## src/rtl/sprite_blit_pkg.sv

```systemverilog
// Shared screen constants, palette, FSM states and the pixel tag that rides
// alongside each ROM read.
package sprite_blit_pkg;

    localparam int unsigned SCREEN_W = 160;
    localparam int unsigned SCREEN_H = 120;
    localparam int unsigned XW       = 8;
    localparam int unsigned YW       = 7;
    localparam int unsigned CW       = 3;

    localparam logic [CW-1:0] COL_BLACK   = 3'b000;
    localparam logic [CW-1:0] COL_BLUE    = 3'b001;
    localparam logic [CW-1:0] COL_GREEN   = 3'b010;
    localparam logic [CW-1:0] COL_CYAN    = 3'b011;
    localparam logic [CW-1:0] COL_RED     = 3'b100;
    localparam logic [CW-1:0] COL_MAGENTA = 3'b101;
    localparam logic [CW-1:0] COL_YELLOW  = 3'b110;
    localparam logic [CW-1:0] COL_WHITE   = 3'b111;

    typedef enum logic [1:0] {
        S_IDLE,
        S_RUN,
        S_DRAIN,
        S_DONE
    } state_e;

    // Screen coordinates carry one extra bit so origin+offset never wraps.
    typedef struct packed {
        logic          valid;
        logic [XW:0]   x;
        logic [YW:0]   y;
    } tag_t;

endpackage

```

## src/rtl/sprite_blit_if.sv

```systemverilog
// Control, sprite ROM and vga_adapter write port of the sprite renderer.
interface sprite_blit_if #(
    parameter int unsigned XW = 8,
    parameter int unsigned YW = 7,
    parameter int unsigned CW = 3,
    parameter int unsigned AW = 8
);
    logic          start;
    logic [XW-1:0] x_in;
    logic [YW-1:0] y_in;
    logic [AW-1:0] rom_addr;
    logic [CW-1:0] rom_data;
    logic [XW-1:0] vga_x;
    logic [YW-1:0] vga_y;
    logic [CW-1:0] vga_colour;
    logic          plot;
    logic          busy;
    logic          done;

    modport master (
        output start, x_in, y_in, rom_data,
        input  rom_addr, vga_x, vga_y, vga_colour, plot, busy, done
    );

    modport slave (
        input  start, x_in, y_in, rom_data,
        output rom_addr, vga_x, vga_y, vga_colour, plot, busy, done
    );
endinterface

```

## src/rtl/sprite_blit_tag_pipe.sv

```systemverilog
// Delays the pixel tag by the ROM latency so it meets the matching rom_data.
module blit_tag_pipe
    import sprite_blit_pkg::*;
#(
    parameter int unsigned DEPTH = 1
) (
    input  logic clk,
    input  logic reset,
    input  tag_t din,
    output tag_t dout
);
    tag_t pipe_q [DEPTH];
    tag_t pipe_d [DEPTH];

    always_comb begin
        pipe_d[0] = din;
        for (int i = 1; i < int'(DEPTH); i++) begin
            pipe_d[i] = pipe_q[i-1];
        end
    end

    always_ff @(posedge clk or posedge reset) begin
        if (reset) begin
            for (int i = 0; i < int'(DEPTH); i++) begin
                pipe_q[i] <= '0;
            end
        end else begin
            pipe_q <= pipe_d;
        end
    end

    assign dout = pipe_q[DEPTH-1];
endmodule

```

## src/rtl/sprite_blit.sv

```systemverilog
// Sprite renderer: walks a SPR_W x SPR_H ROM sprite, one pixel per cycle,
// emitting clipped and colour-keyed plots at a latched screen origin.
module sprite_blit
    import sprite_blit_pkg::*;
#(
    parameter int unsigned SPR_W         = 16,
    parameter int unsigned SPR_H         = 16,
    parameter int unsigned SCREEN_W      = sprite_blit_pkg::SCREEN_W,
    parameter int unsigned SCREEN_H      = sprite_blit_pkg::SCREEN_H,
    parameter int unsigned XW            = sprite_blit_pkg::XW,
    parameter int unsigned YW            = sprite_blit_pkg::YW,
    parameter int unsigned CW            = sprite_blit_pkg::CW,
    parameter int unsigned ROM_LAT       = 1,
    parameter bit          TRANSP_EN     = 1'b1,
    parameter logic [CW-1:0] TRANSP_COLOUR = COL_BLACK
) (
    input  logic        clk,
    input  logic        reset,
    sprite_blit_if.slave bus
);
    localparam int unsigned NPIX = SPR_W * SPR_H;
    localparam int unsigned AW   = (NPIX > 1) ? $clog2(NPIX) : 1;
    localparam int unsigned CXW  = (SPR_W > 1) ? $clog2(SPR_W) : 1;
    localparam int unsigned RYW  = (SPR_H > 1) ? $clog2(SPR_H) : 1;
    localparam int unsigned DW   = $clog2(ROM_LAT + 2);

    state_e        state_q, state_d;
    logic [XW-1:0] ox_q, ox_d;
    logic [YW-1:0] oy_q, oy_d;
    logic [CXW-1:0] col_q, col_d;
    logic [RYW-1:0] row_q, row_d;
    logic [AW-1:0] addr_q, addr_d;
    logic [DW-1:0] drn_q, drn_d;
    logic          busy_q, busy_d;
    logic          done_q, done_d;
    logic          plot_q, plot_d;
    logic [XW-1:0] vx_q, vx_d;
    logic [YW-1:0] vy_q, vy_d;
    logic [CW-1:0] vc_q, vc_d;

    tag_t issue_c;
    tag_t tag_o;
    logic hit_c;

    // Tag for the address currently presented to the ROM.
    always_comb begin
        issue_c.valid = (state_q == S_RUN);
        issue_c.x     = (XW+1)'(ox_q) + (XW+1)'(col_q);
        issue_c.y     = (YW+1)'(oy_q) + (YW+1)'(row_q);
    end

    blit_tag_pipe #(.DEPTH(ROM_LAT)) u_pipe (
        .clk  (clk),
        .reset(reset),
        .din  (issue_c),
        .dout (tag_o)
    );

    always_comb begin
        hit_c = tag_o.valid
             && (tag_o.x < (XW+1)'(SCREEN_W))
             && (tag_o.y < (YW+1)'(SCREEN_H))
             && !(TRANSP_EN && (bus.rom_data == TRANSP_COLOUR));
    end

    always_comb begin
        state_d = state_q;
        ox_d    = ox_q;
        oy_d    = oy_q;
        col_d   = col_q;
        row_d   = row_q;
        addr_d  = addr_q;
        drn_d   = drn_q;
        plot_d  = hit_c;
        vx_d    = vx_q;
        vy_d    = vy_q;
        vc_d    = vc_q;

        case (state_q)
            S_IDLE: begin
                if (bus.start) begin
                    ox_d    = bus.x_in;
                    oy_d    = bus.y_in;
                    col_d   = '0;
                    row_d   = '0;
                    addr_d  = '0;
                    state_d = S_RUN;
                end
            end
            S_RUN: begin
                if (col_q == CXW'(SPR_W - 1)) begin
                    col_d = '0;
                    if (row_q == RYW'(SPR_H - 1)) begin
                        drn_d   = '0;
                        state_d = S_DRAIN;
                    end else begin
                        row_d  = row_q + RYW'(1);
                        addr_d = addr_q + AW'(1);
                    end
                end else begin
                    col_d  = col_q + CXW'(1);
                    addr_d = addr_q + AW'(1);
                end
            end
            S_DRAIN: begin
                if (drn_q == DW'(ROM_LAT)) begin
                    state_d = S_DONE;
                end else begin
                    drn_d = drn_q + DW'(1);
                end
            end
            S_DONE: begin
                state_d = S_IDLE;
            end
            default: state_d = S_IDLE;
        endcase

        if (hit_c) begin
            vx_d = tag_o.x[XW-1:0];
            vy_d = tag_o.y[YW-1:0];
            vc_d = bus.rom_data;
        end

        busy_d = (state_d == S_RUN) || (state_d == S_DRAIN);
        done_d = (state_d == S_DONE);
    end

    always_ff @(posedge clk or posedge reset) begin
        if (reset) begin
            state_q <= S_IDLE;
            ox_q    <= '0;
            oy_q    <= '0;
            col_q   <= '0;
            row_q   <= '0;
            addr_q  <= '0;
            drn_q   <= '0;
            busy_q  <= 1'b0;
            done_q  <= 1'b0;
            plot_q  <= 1'b0;
            vx_q    <= '0;
            vy_q    <= '0;
            vc_q    <= '0;
        end else begin
            state_q <= state_d;
            ox_q    <= ox_d;
            oy_q    <= oy_d;
            col_q   <= col_d;
            row_q   <= row_d;
            addr_q  <= addr_d;
            drn_q   <= drn_d;
            busy_q  <= busy_d;
            done_q  <= done_d;
            plot_q  <= plot_d;
            vx_q    <= vx_d;
            vy_q    <= vy_d;
            vc_q    <= vc_d;
        end
    end

    assign bus.rom_addr   = addr_q;
    assign bus.vga_x      = vx_q;
    assign bus.vga_y      = vy_q;
    assign bus.vga_colour = vc_q;
    assign bus.plot       = plot_q;
    assign bus.busy       = busy_q;
    assign bus.done       = done_q;
endmodule

```

## src/flat_wrapper.sv

```systemverilog
// flat-port wrapper written by rule: the top's interface ports become plain ports
module sprite_blit_flat import sprite_blit_pkg::*;
#(
    parameter int unsigned SPR_W         = 16,
    parameter int unsigned SPR_H         = 16,
    parameter int unsigned SCREEN_W      = sprite_blit_pkg::SCREEN_W,
    parameter int unsigned SCREEN_H      = sprite_blit_pkg::SCREEN_H,
    parameter int unsigned XW            = sprite_blit_pkg::XW,
    parameter int unsigned YW            = sprite_blit_pkg::YW,
    parameter int unsigned CW            = sprite_blit_pkg::CW,
    parameter int unsigned ROM_LAT       = 1,
    parameter bit          TRANSP_EN     = 1'b1,
    parameter logic [CW-1:0] TRANSP_COLOUR = COL_BLACK
)
  (clk, reset, bus_start, bus_x_in, bus_y_in, bus_rom_data, bus_rom_addr, bus_vga_x, bus_vga_y, bus_vga_colour, bus_plot, bus_busy, bus_done);
  sprite_blit_if #(.XW(XW), .YW(YW), .CW(CW), .AW(8)) bus_i ();
  input  logic clk;
  input  logic reset;
  input wire logic [$bits(bus_i.start)-1:0] bus_start;
  input wire logic [$bits(bus_i.x_in)-1:0] bus_x_in;
  input wire logic [$bits(bus_i.y_in)-1:0] bus_y_in;
  input wire logic [$bits(bus_i.rom_data)-1:0] bus_rom_data;
  output wire logic [$bits(bus_i.rom_addr)-1:0] bus_rom_addr;
  output wire logic [$bits(bus_i.vga_x)-1:0] bus_vga_x;
  output wire logic [$bits(bus_i.vga_y)-1:0] bus_vga_y;
  output wire logic [$bits(bus_i.vga_colour)-1:0] bus_vga_colour;
  output wire logic [$bits(bus_i.plot)-1:0] bus_plot;
  output wire logic [$bits(bus_i.busy)-1:0] bus_busy;
  output wire logic [$bits(bus_i.done)-1:0] bus_done;
  assign bus_i.start = bus_start;
  assign bus_i.x_in = bus_x_in;
  assign bus_i.y_in = bus_y_in;
  assign bus_i.rom_data = bus_rom_data;
  assign bus_rom_addr = bus_i.rom_addr;
  assign bus_vga_x = bus_i.vga_x;
  assign bus_vga_y = bus_i.vga_y;
  assign bus_vga_colour = bus_i.vga_colour;
  assign bus_plot = bus_i.plot;
  assign bus_busy = bus_i.busy;
  assign bus_done = bus_i.done;
  sprite_blit #(.SPR_W(SPR_W), .SPR_H(SPR_H), .SCREEN_W(SCREEN_W), .SCREEN_H(SCREEN_H), .XW(XW), .YW(YW), .CW(CW), .ROM_LAT(ROM_LAT), .TRANSP_EN(TRANSP_EN), .TRANSP_COLOUR(TRANSP_COLOUR)) u_core (.clk(clk), .reset(reset), .bus(bus_i));
endmodule
```

## config.mk

```make
export PLATFORM = sky130hd
export DESIGN_NAME = sprite_blit_flat
export DESIGN_NICKNAME = d
export VERILOG_FILES = /design/src/rtl/sprite_blit_pkg.sv /design/src/rtl/sprite_blit_if.sv /design/src/rtl/sprite_blit_tag_pipe.sv /design/src/rtl/sprite_blit.sv /design/src/flat_wrapper.sv
export SDC_FILE = /design/constraint.sdc
export NUM_CORES = 1
export LEC_CHECK = 0
export ABC_AREA = 1
export CAP_MARGIN = 25
export CORE_ASPECT_RATIO = 1.25
export CORE_MARGIN = 2
export CORE_UTILIZATION = 41
export DETAILED_ROUTE_END_ITERATION = 8
export MAX_ROUTING_LAYER = met4
export PLACE_DENSITY = 0.69
export SKIP_CTS_REPAIR_TIMING = 1
export SLEW_MARGIN = 20
export SYNTH_ARGS = -nofsm -noshare
export SYNTH_HDL_FRONTEND = slang
export SYNTH_SLANG_ARGS = --single-unit
```

## constraint.sdc

```tcl
create_clock -name clk -period 4.3 [get_ports clk]
set_input_delay 0.645 -clock clk [delete_from_list [all_inputs] [get_ports clk]]
set_output_delay 0.645 -clock clk [all_outputs]
set_load 0.02 [all_outputs]
```

======== After elaboration in Yosys (flattened, before gate mapping) ========
Cells that the tools add are included.
operators by class
  add/sub/neg operators ................... 6
  magnitude comparators ................... 2
  equality and inequality tests ........... 15
  mux-type cells .......................... 19
  reduce and logical (&&, ||, !) cells .... 14
operators with widths
  operator                                            count
  2-to-1 mux 8 bit                                    3
  2-to-1 mux 4 bit                                    4
  case mux 4 bit (2 select lines)                     2
  case mux 8 bit (2 select lines)                     1
  2-to-1 mux 2 bit                                    7
  adder 8 x 4 -> 9 bit                                1
  < comparator 9 x 8 -> 1 bit, second input constant  1
  adder 4 x 1 -> 4 bit, second input constant         2
  adder 7 x 4 -> 8 bit                                1
  adder 8 x 1 -> 8 bit, second input constant         1
  == test 2 bit, second input constant                4
  == test 4 bit, second input constant                2
  < comparator 8 x 7 -> 1 bit, second input constant  1
  case mux 2 bit (4 select lines)                     1
  AND reduction 4 bit                                 2
  == test 2 x 1 -> 1 bit, second input constant       3
  != test 2 bit, second input constant                3
  != test 2 x 1 -> 1 bit, second input constant       2
  case mux 2 bit (2 select lines)                     1
  AND reduction 2 bit                                 2
  nonzero test 2 bit                                  2
  logical AND 1 bit                                   3
  logical NOT 3 bit                                   1
  != test 3 bit, second input constant                1
  5 further kinds                                     5
word-level totals
  flip-flop bits (word level) ............. 74
  logic and storage cells ................. 72

======== Logic depth before layout (Yosys ltp) ========
Gate-level depths: netlist of run 1.
  word-level depth ........................ 6
  mapped depth ............................ 8
  mapped depth without buffers ............ 7

======== By module ========
Synthesis of run 1 repeated with hierarchy kept, for this count alone.
second synthesis, totals
  cell total of the unflattened synthesis .. 355
  area total of the unflattened synthesis .. 3372.0 um2
modules (own cells, without submodules)
  module         instances  cells each  area an instance (um2)
  sprite_blit    1          336         2917.8
  blit_tag_pipe  1          19          454.2

======== Worst setup path after synthesis of run 1 ========
OpenSTA, ideal clock, no wires.
  path kind ............................... reg-to-reg
  start point ............................. register u_core.row_q[1]
  end point ............................... register u_core.busy_q, in the netlist u_core.bus.busy
  library setup time ...................... 0.126 ns
  arrival ................................. 1.467 ns
  setup slack ............................. 2.708 ns
  stages on the path, launching flop included .. 9
  clock period less this slack ............ 1.592 ns
  cells stage by stage .................... dfrtp_1 -> ha_1 -> nand3_2 -> nand2_2 -> nand3_4 -> inv_2 -> buf_6 -> nand2_1 -> ha_1
on the way
  longest elaborated chain between the ends .. 6
  elaborated cells between the ends (all ways) .. 7
  classes of those cells .................. eq/ne: 3; mux: 3; reduce/logical: 1
RTL lines
  item                                                            RTL line            text
  start, declared                                                 sprite_blit.sv:31   logic [RYW-1:0] row_q, row_d;
  start signal, assigned                                          sprite_blit.sv:148  row_q <= row_d;
  == test 4 bit *                                                 sprite_blit.sv:93   if (row_q == RYW'(SPR_H - 1)) begin
  2-to-1 mux 2 bit *                                              sprite_blit.sv:93
  2-to-1 mux 2 bit *                                              sprite_blit.sv:91   if (col_q == CXW'(SPR_W - 1)) begin
  case mux 2 bit (4 select lines) *                               sprite_blit.sv:79   case (state_q)
  named net u_core.state_d[0]                                     sprite_blit.sv:27   state_e state_q, state_d;
  == test 2 x 1 -> 1 bit / == test 2 bit (equally long branches)  sprite_blit.sv:124  busy_d = (state_d == S_RUN) || (state_d == S_DRAIN);
  logical OR 1 bit *                                              sprite_blit.sv:124
  named net u_core.busy_d                                         sprite_blit.sv:34   logic busy_q, busy_d;
  end signal, assigned                                            sprite_blit.sv:151  busy_q <= busy_d;
  end, declared                                                   sprite_blit.sv:34
The timed path passes the listed nets; every way through them passes the cells marked *.
A chain may end at the register's enable or synchronous reset.

======== Worst setup path in the final report of run 1 ========
  start point ............................. input bus_start
  end point ............................... register u_core.busy_q, in the netlist u_core.bus.busy
on the way
  longest elaborated chain between the ends .. 4
  elaborated cells between the ends (all ways) .. 5
  classes of those cells .................. eq/ne: 2; mux: 2; reduce/logical: 1
RTL lines
  item                                                            RTL line            text
  start, declared                                                 flat_wrapper.sv:19  input wire logic [$bits(bus_i.start)-1:0] bus_start;
  2-to-1 mux 2 bit *                                              sprite_blit.sv:81   if (bus.start) begin
  case mux 2 bit (4 select lines) *                               sprite_blit.sv:79
  named net u_core.state_d[0]                                     sprite_blit.sv:27
  == test 2 x 1 -> 1 bit / == test 2 bit (equally long branches)  sprite_blit.sv:124
  logical OR 1 bit *                                              sprite_blit.sv:124
  named net u_core.busy_d                                         sprite_blit.sv:34
Marked as above.

==> results of run 1 <==
## synth_stat cells (all sizes together)
library cell and instances:
and2 1, inv 23, ha 13, nand3b 1, nor3 3, a21oi 12
o21bai 2, nand2b 1, nor2 17, dfrtp 74, xor2 9, clkbuf 1
nand2 105, buf 8, fa 2, mux2 10, o31ai 2, o21ai 15
nand3 44, or2 1, nand4 8
## logic make-up after synthesis
logic type | after synthesis | synth area share (%)
AND/OR/NAND/NOR | 181 | 24.3
buffers and inverters | 32 | 4.52
multiplexers | 10 | 3.31
adder cells (fa/ha/maj) | 15 | 5.96
AO/OA/AOI/OAI | 31 | 5.18
flip-flops | 74 | 54.4
XOR/XNOR | 9 | 2.32
## worst min path at each step
stage                                     to  slack [ns]
detailed placement       u_core.bus.vga_x[3]        0.46
floorplan                u_core.bus.vga_x[1]        0.45
global route             u_core.bus.vga_x[4]        0.51
global placement    u_core.bus.vga_colour[1]        0.45
CTS                      u_core.bus.vga_x[7]        0.48
finish                   u_core.bus.vga_x[3]        0.47
## flip-flops by register name, indices dropped and copies added (netlist names), 3 cells and up
name,count
u_core.oy_q,7
u_core.bus.rom_addr,8
u_core.col_q,4
u_core.bus.vga_colour,3
u_core.row_q,4
u_core.bus.vga_y,7
u_core.ox_q,8
u_core.u_pipe.dout,18
u_core.bus.vga_x,8
## final cells by class
type | count | area (um2)
clock buffers | 10 | 138
clock inverters | 6 | 136
fillers | 735 | 3920
inverters | 23 | 86.3
multi-input cells | 246 | 1400
flip-flops and latches | 74 | 1850
well taps | 97 | 121
repair buffers | 50 | 498
## metrics by stage
stage,hold WS (ns),instance area [um2],power (W),cells,utilization (%)
after floorplan,0.452,3400,0.000722,352,-
after global placement,0.452,3960,0.000747,490,48.5
after detailed placement,0.457,3960,0.000747,490,48.5
after CTS,0.477,4230,0.00147,506,51.9
after global routing,0.505,4230,0.00151,506,51.9
final,0.472,4230,0.00145,506,51.9
## routing by layer
metal  part of all wire [%]  up-vias  global-route usage [%]  wire, um
li1                       -     1267                       -         -
met1                     45     1198                    20.1      2820
met2                     49       64                    24.9      3090
met3                    4.6        9                    4.07       286
met4                    1.3        0                    5.56        80
met5                      0        -                       -         0
## placed cells by master (no fill, tap or decap), types with 8 or more instances in the layout
cell and count:
clkbuf_8 10, mux2_2 10, xor2_1 9, ha_1 13, nand4_1 8, nand2_1 101
nor2_1 15, inv_1 19, clkdlybuf4s50_1 49, a21oi_1 12, nand3_1 40, dfrtp_1 74
o21ai_0 12
## power by group through the flow
stage,combinational (W),clock (W),sequential [W]
final,0.0000366,0.000720,0.000695
after floorplan,0.0000133,0,0.000709
after global routing,0.0000413,0.000771,0.000695
after global placement,0.0000375,0,0.000709
after CTS,0.0000382,0.000736,0.000695
after detailed placement,0.0000380,0,0.000709
## worst register-to-register path, stage by stage, from the launching register on
cell and delay (ns):
dfrtp_1 0.45, inv_2 0.11, nand3_2 0.41, nand3_4 0.30
inv_2 0.14, nand2_1 0.11, ha_1 0.23
==> impl_metrics.toml, run 1 <==
[status]
outcome = "complete, no violations"

[critical_path]
crit_path_cell_trace = "clkdlybuf4s50_1 > nand3_2 > nand3_4 > inv_2 > nand2_1 > ha_1"
critical_path_depth = 6
endpoint = "u_core.bus.busy"
end_kind = "flop"
r2r_cells = 6
path_buf_inv = 2
r2r_end = "u_core.bus.busy"
critical_path_arrival_ns = 2.36
cp.required_ns = 4.54
crit_type = "in -> reg"
cp-start-kind = "input port"
ff2ff_setup_slack_ns = 2.45
cp_slowest_cell = "clkdlybuf4s50_1"
cp_max_fo = 22
crit_start = "bus_start"
slowest_delay_ns = 0.50
timing.rr.start = "u_core.state_q[1]"
crit_family = "simple AND/OR/NAND/NOR gates"

[global_route]
grt_pass1_wl_um = 11000
antenna_found_initial = 0
overflow = 0
grt_max_degree = 41
gr-usage-all-layers_pct = 15.9
grt_pass1_vias = 2432

[sta]
max_freq_ghz = 0.472
slew_headroom_pct = 53.0
rsz0062_at_grt = "false"
skew_ns = 0.0129
tightest_slew_ns = 0.704
finalCriticalPeriod_ns = 2.12
setup_slack_ns = 2.18
hold_viol_final = 0
finalSetupTns_ns = 0
setup_viol = 0
maxSlewViolCount = 0
period_share_pct = 49.2

[cts]
clk_pin_slew_ns = 0.08
cts-buffers-inserted = 9
clock-sinks = 74
root_buffer = "clkbuf_8"
cts-htree-levels = 3
cts_tree = "yes"
clk_path_buf_depth = 2
clk_latency_ns = 0.35

[logic_synthesis]
synth_top_area_share_pct = 54.4
synth_top_area_cell = "dfrtp_1"
avgSynthCellArea_um2 = 9.67
yosys_warnings = 0
synth-seq-cells = 74
syn_nets = 388
netlist_instances = 352
synth.distinct_cells = 30
ys_top_cells_by_area = "dfrtp_1, nand2_1, nand3_1"
netlist_area_um2 = 3400
synth-seq-area-share_pct = 54.4

[drt]
ant_nets = 0
vias_per_cell = 5.02
drc = 0
route.vias.total = 2538
wl_um = 6280
wl_per_cell_um = 12.4
drtPass1Iterations = 4
drtIter0Drc = 66

[power_and_ir_drop]
pwr-share-clk_pct = 49.6
pwr-share-seq_pct = 47.9
intPower_w = 0.00117
swShare_pct = 19.1
power.switching_w = 0.000278
p_per_area_nw_per_um2 = 343
ir_worst_vdd_mv = 0.194
p_leak_nw = 2.15
power_frac_comb_pct = 2.5

[die]
placement_rows = 37
die_y_um = 106
start_util_pct = 41.8
die_x_um = 85.5
die_area_um2 = 9050
core_area_um2 = 8150
pin_count = 50

[placement]
dp_slack_ns = 1.80
numPortBuffers = 49
dpl.hpwl_um = 4520
place_congestion = 0.871

[job]
drv_cap = 0

[cells_and_area]
nNetsFinal = 440
diodes = 0
drive_gt1_share_pct = 11.0
areaGrowthSynthToFinish_pct = 24.3

[hold_path]
min_from = "u_core.bus.vga_x[3]"
min_path_type = "reg -> reg"
hold_depth = 2
No activity file was read; power rests on OpenSTA's default activity.
==> run 2, diff against run 1 <==
Settings changed: PLACE_DENSITY 0.69 to 0.72.
Clock period 4.3 ns to 1.9 ns, I/O delays scaled along.
==> impl_metrics.toml, run 2 (synthesis results as in run 1) <==
[cts]
cts_tree = "yes"
clock-sinks = 74
root_buffer = "clkbuf_8"
cts-buffers-inserted = 9
clk_latency_ns = 0.35
cts-htree-levels = 3
clk_path_buf_depth = 2
clk_pin_slew_ns = 0.08

[drt]
drtPass1Iterations = 5
wl_per_cell_um = 12.6
drc = 0
drtIter0Drc = 117
route.vias.total = 2558
vias_per_cell = 5.01
ant_nets = 0
wl_um = 6440

[critical_path]
cp_max_fo = 7
endpoint = "bus_rom_addr[5]"
critical_path_arrival_ns = 1.46
critical_path_depth = 1
timing.rr.start = "u_core.col_q[0]"
crit_start = "u_core.bus.rom_addr[5]"
cp-start-kind = "flop"
ff2ff_setup_slack_ns = 0.21
path_buf_inv = 1
crit_family = "buffers and inverters"
cp.required_ns = 1.62
end_kind = "output pin"
slowest_delay_ns = 0.65
crit_type = "reg -> out"
crit_path_cell_trace = "clkdlybuf4s50_1"
r2r_cells = 7
r2r_end = "u_core.u_pipe.dout[14]"
cp_slowest_cell = "clkdlybuf4s50_1"

[placement]
dpl.hpwl_um = 4810
place_congestion = 0.796
dp_slack_ns = 0.192
numPortBuffers = 49

[hold_path]
min_path_type = "in -> async"

[die]
core_area_um2 = 8150
pin_count = 50
die_area_um2 = 9050
die_x_um = 85.5
start_util_pct = 41.8
die_y_um = 106
placement_rows = 37

[sta]
finalSetupTns_ns = 0
maxSlewViolCount = 0
hold_viol_final = 0
tightest_slew_ns = 0.439
finalCriticalPeriod_ns = 1.74
slew_headroom_pct = 70.7
max_freq_ghz = 0.574
skew_ns = 0.0105
setup_viol = 0
holdWs_ns = 0.271
setup_slack_ns = 0.157
period_share_pct = 91.7
rsz0062_at_grt = "false"

[power_and_ir_drop]
pwr-share-seq_pct = 52.6
p_per_area_nw_per_um2 = 705
swShare_pct = 21.1
ir_worst_vdd_mv = 0.788
p_leak_nw = 2.16
intPower_w = 0.00236
power_frac_comb_pct = 3.0
pwr-share-clk_pct = 44.4
p_total_w = 0.00299
power.switching_w = 0.000630

[job]
drv_cap = 0

[global_route]
grt_pass1_wl_um = 11300
overflow = 0
grt_max_degree = 41
grt_pass1_vias = 2554
gr-usage-all-layers_pct = 16.4
antenna_found_initial = 0

[cells_and_area]
areaGrowthSynthToFinish_pct = 24.6
final_util_pct = 52.0
diodes = 0
drive_gt1_share_pct = 11.8
largest_register_ffs = 18
mostFrequentLayoutCells = "nand2_1, dfrtp_1, clkdlybuf4s50_1"
layout_commonest_cell = "nand2_1"
nNetsFinal = 445

[status]
outcome = "complete, no violations"
run 2: cell count changes in the layout (fill, tap and decap cells not counted), sizes merged:
cell	change
buf	+5
inv	-1
bufinv	-2
clkinvlp	+1
clkinv	+2
run 2: per-stage QoR:
step,cells,area [um2]
final,511,4240
after global routing,511,4240
after CTS,511,4240
after detailed placement,495,4020
after global placement,495,4020
after floorplan,352,3410
run 2: power groups by stage:
stage	logic, W	registers (W)	clock network, W
5_1_grt	0.0000996	0.00157	0.00145
6_report	0.0000884	0.00157	0.00133
2_1_floorplan	0.0000306	0.00160	0
4_1_cts	0.0000922	0.00157	0.00137
3_3_place_gp	0.0000904	0.00160	0
3_5_place_dp	0.0000919	0.00160	0
run 2: worst min path at each step:
| stage | startpoint | end | cells past startpoint |
|---|---|---|---|
| floorplan | bus_rom_data[0] | u_core.bus.vga_colour[0] | 2 |
| finish | reset | u_core.u_pipe.dout[5] | 2 |
| detailed placement | u_core.bus.vga_y[4] | u_core.bus.vga_y[4] | 2 |
| CTS | reset | u_core.u_pipe.dout[5] | 2 |
| global route | reset | u_core.oy_q[4] | 2 |
| global placement | u_core.bus.vga_colour[1] | u_core.bus.vga_colour[1] | 2 |
run 2: cell type report:
type / count / area [um2]
Tap cell: 97 / 121
Multi-Input combinational cell: 246 / 1400
Inverter: 23 / 90.1
Fill cell: 749 / 3910
Clock buffer: 10 / 128
Sequential cell: 74 / 1850
Clock inverter: 6 / 90.1
Timing Repair Buffer: 55 / 561
run 2: metal layers:
metal | GRT usage, % | up-vias | part of all wire (%)
li1 | - | 1279 | -
met1 | 19.6 | 1208 | 44
met5 | - | - | 0
met2 | 26.8 | 61 | 50
met3 | 4.23 | 10 | 4.1
met4 | 5.56 | 0 | 1.5
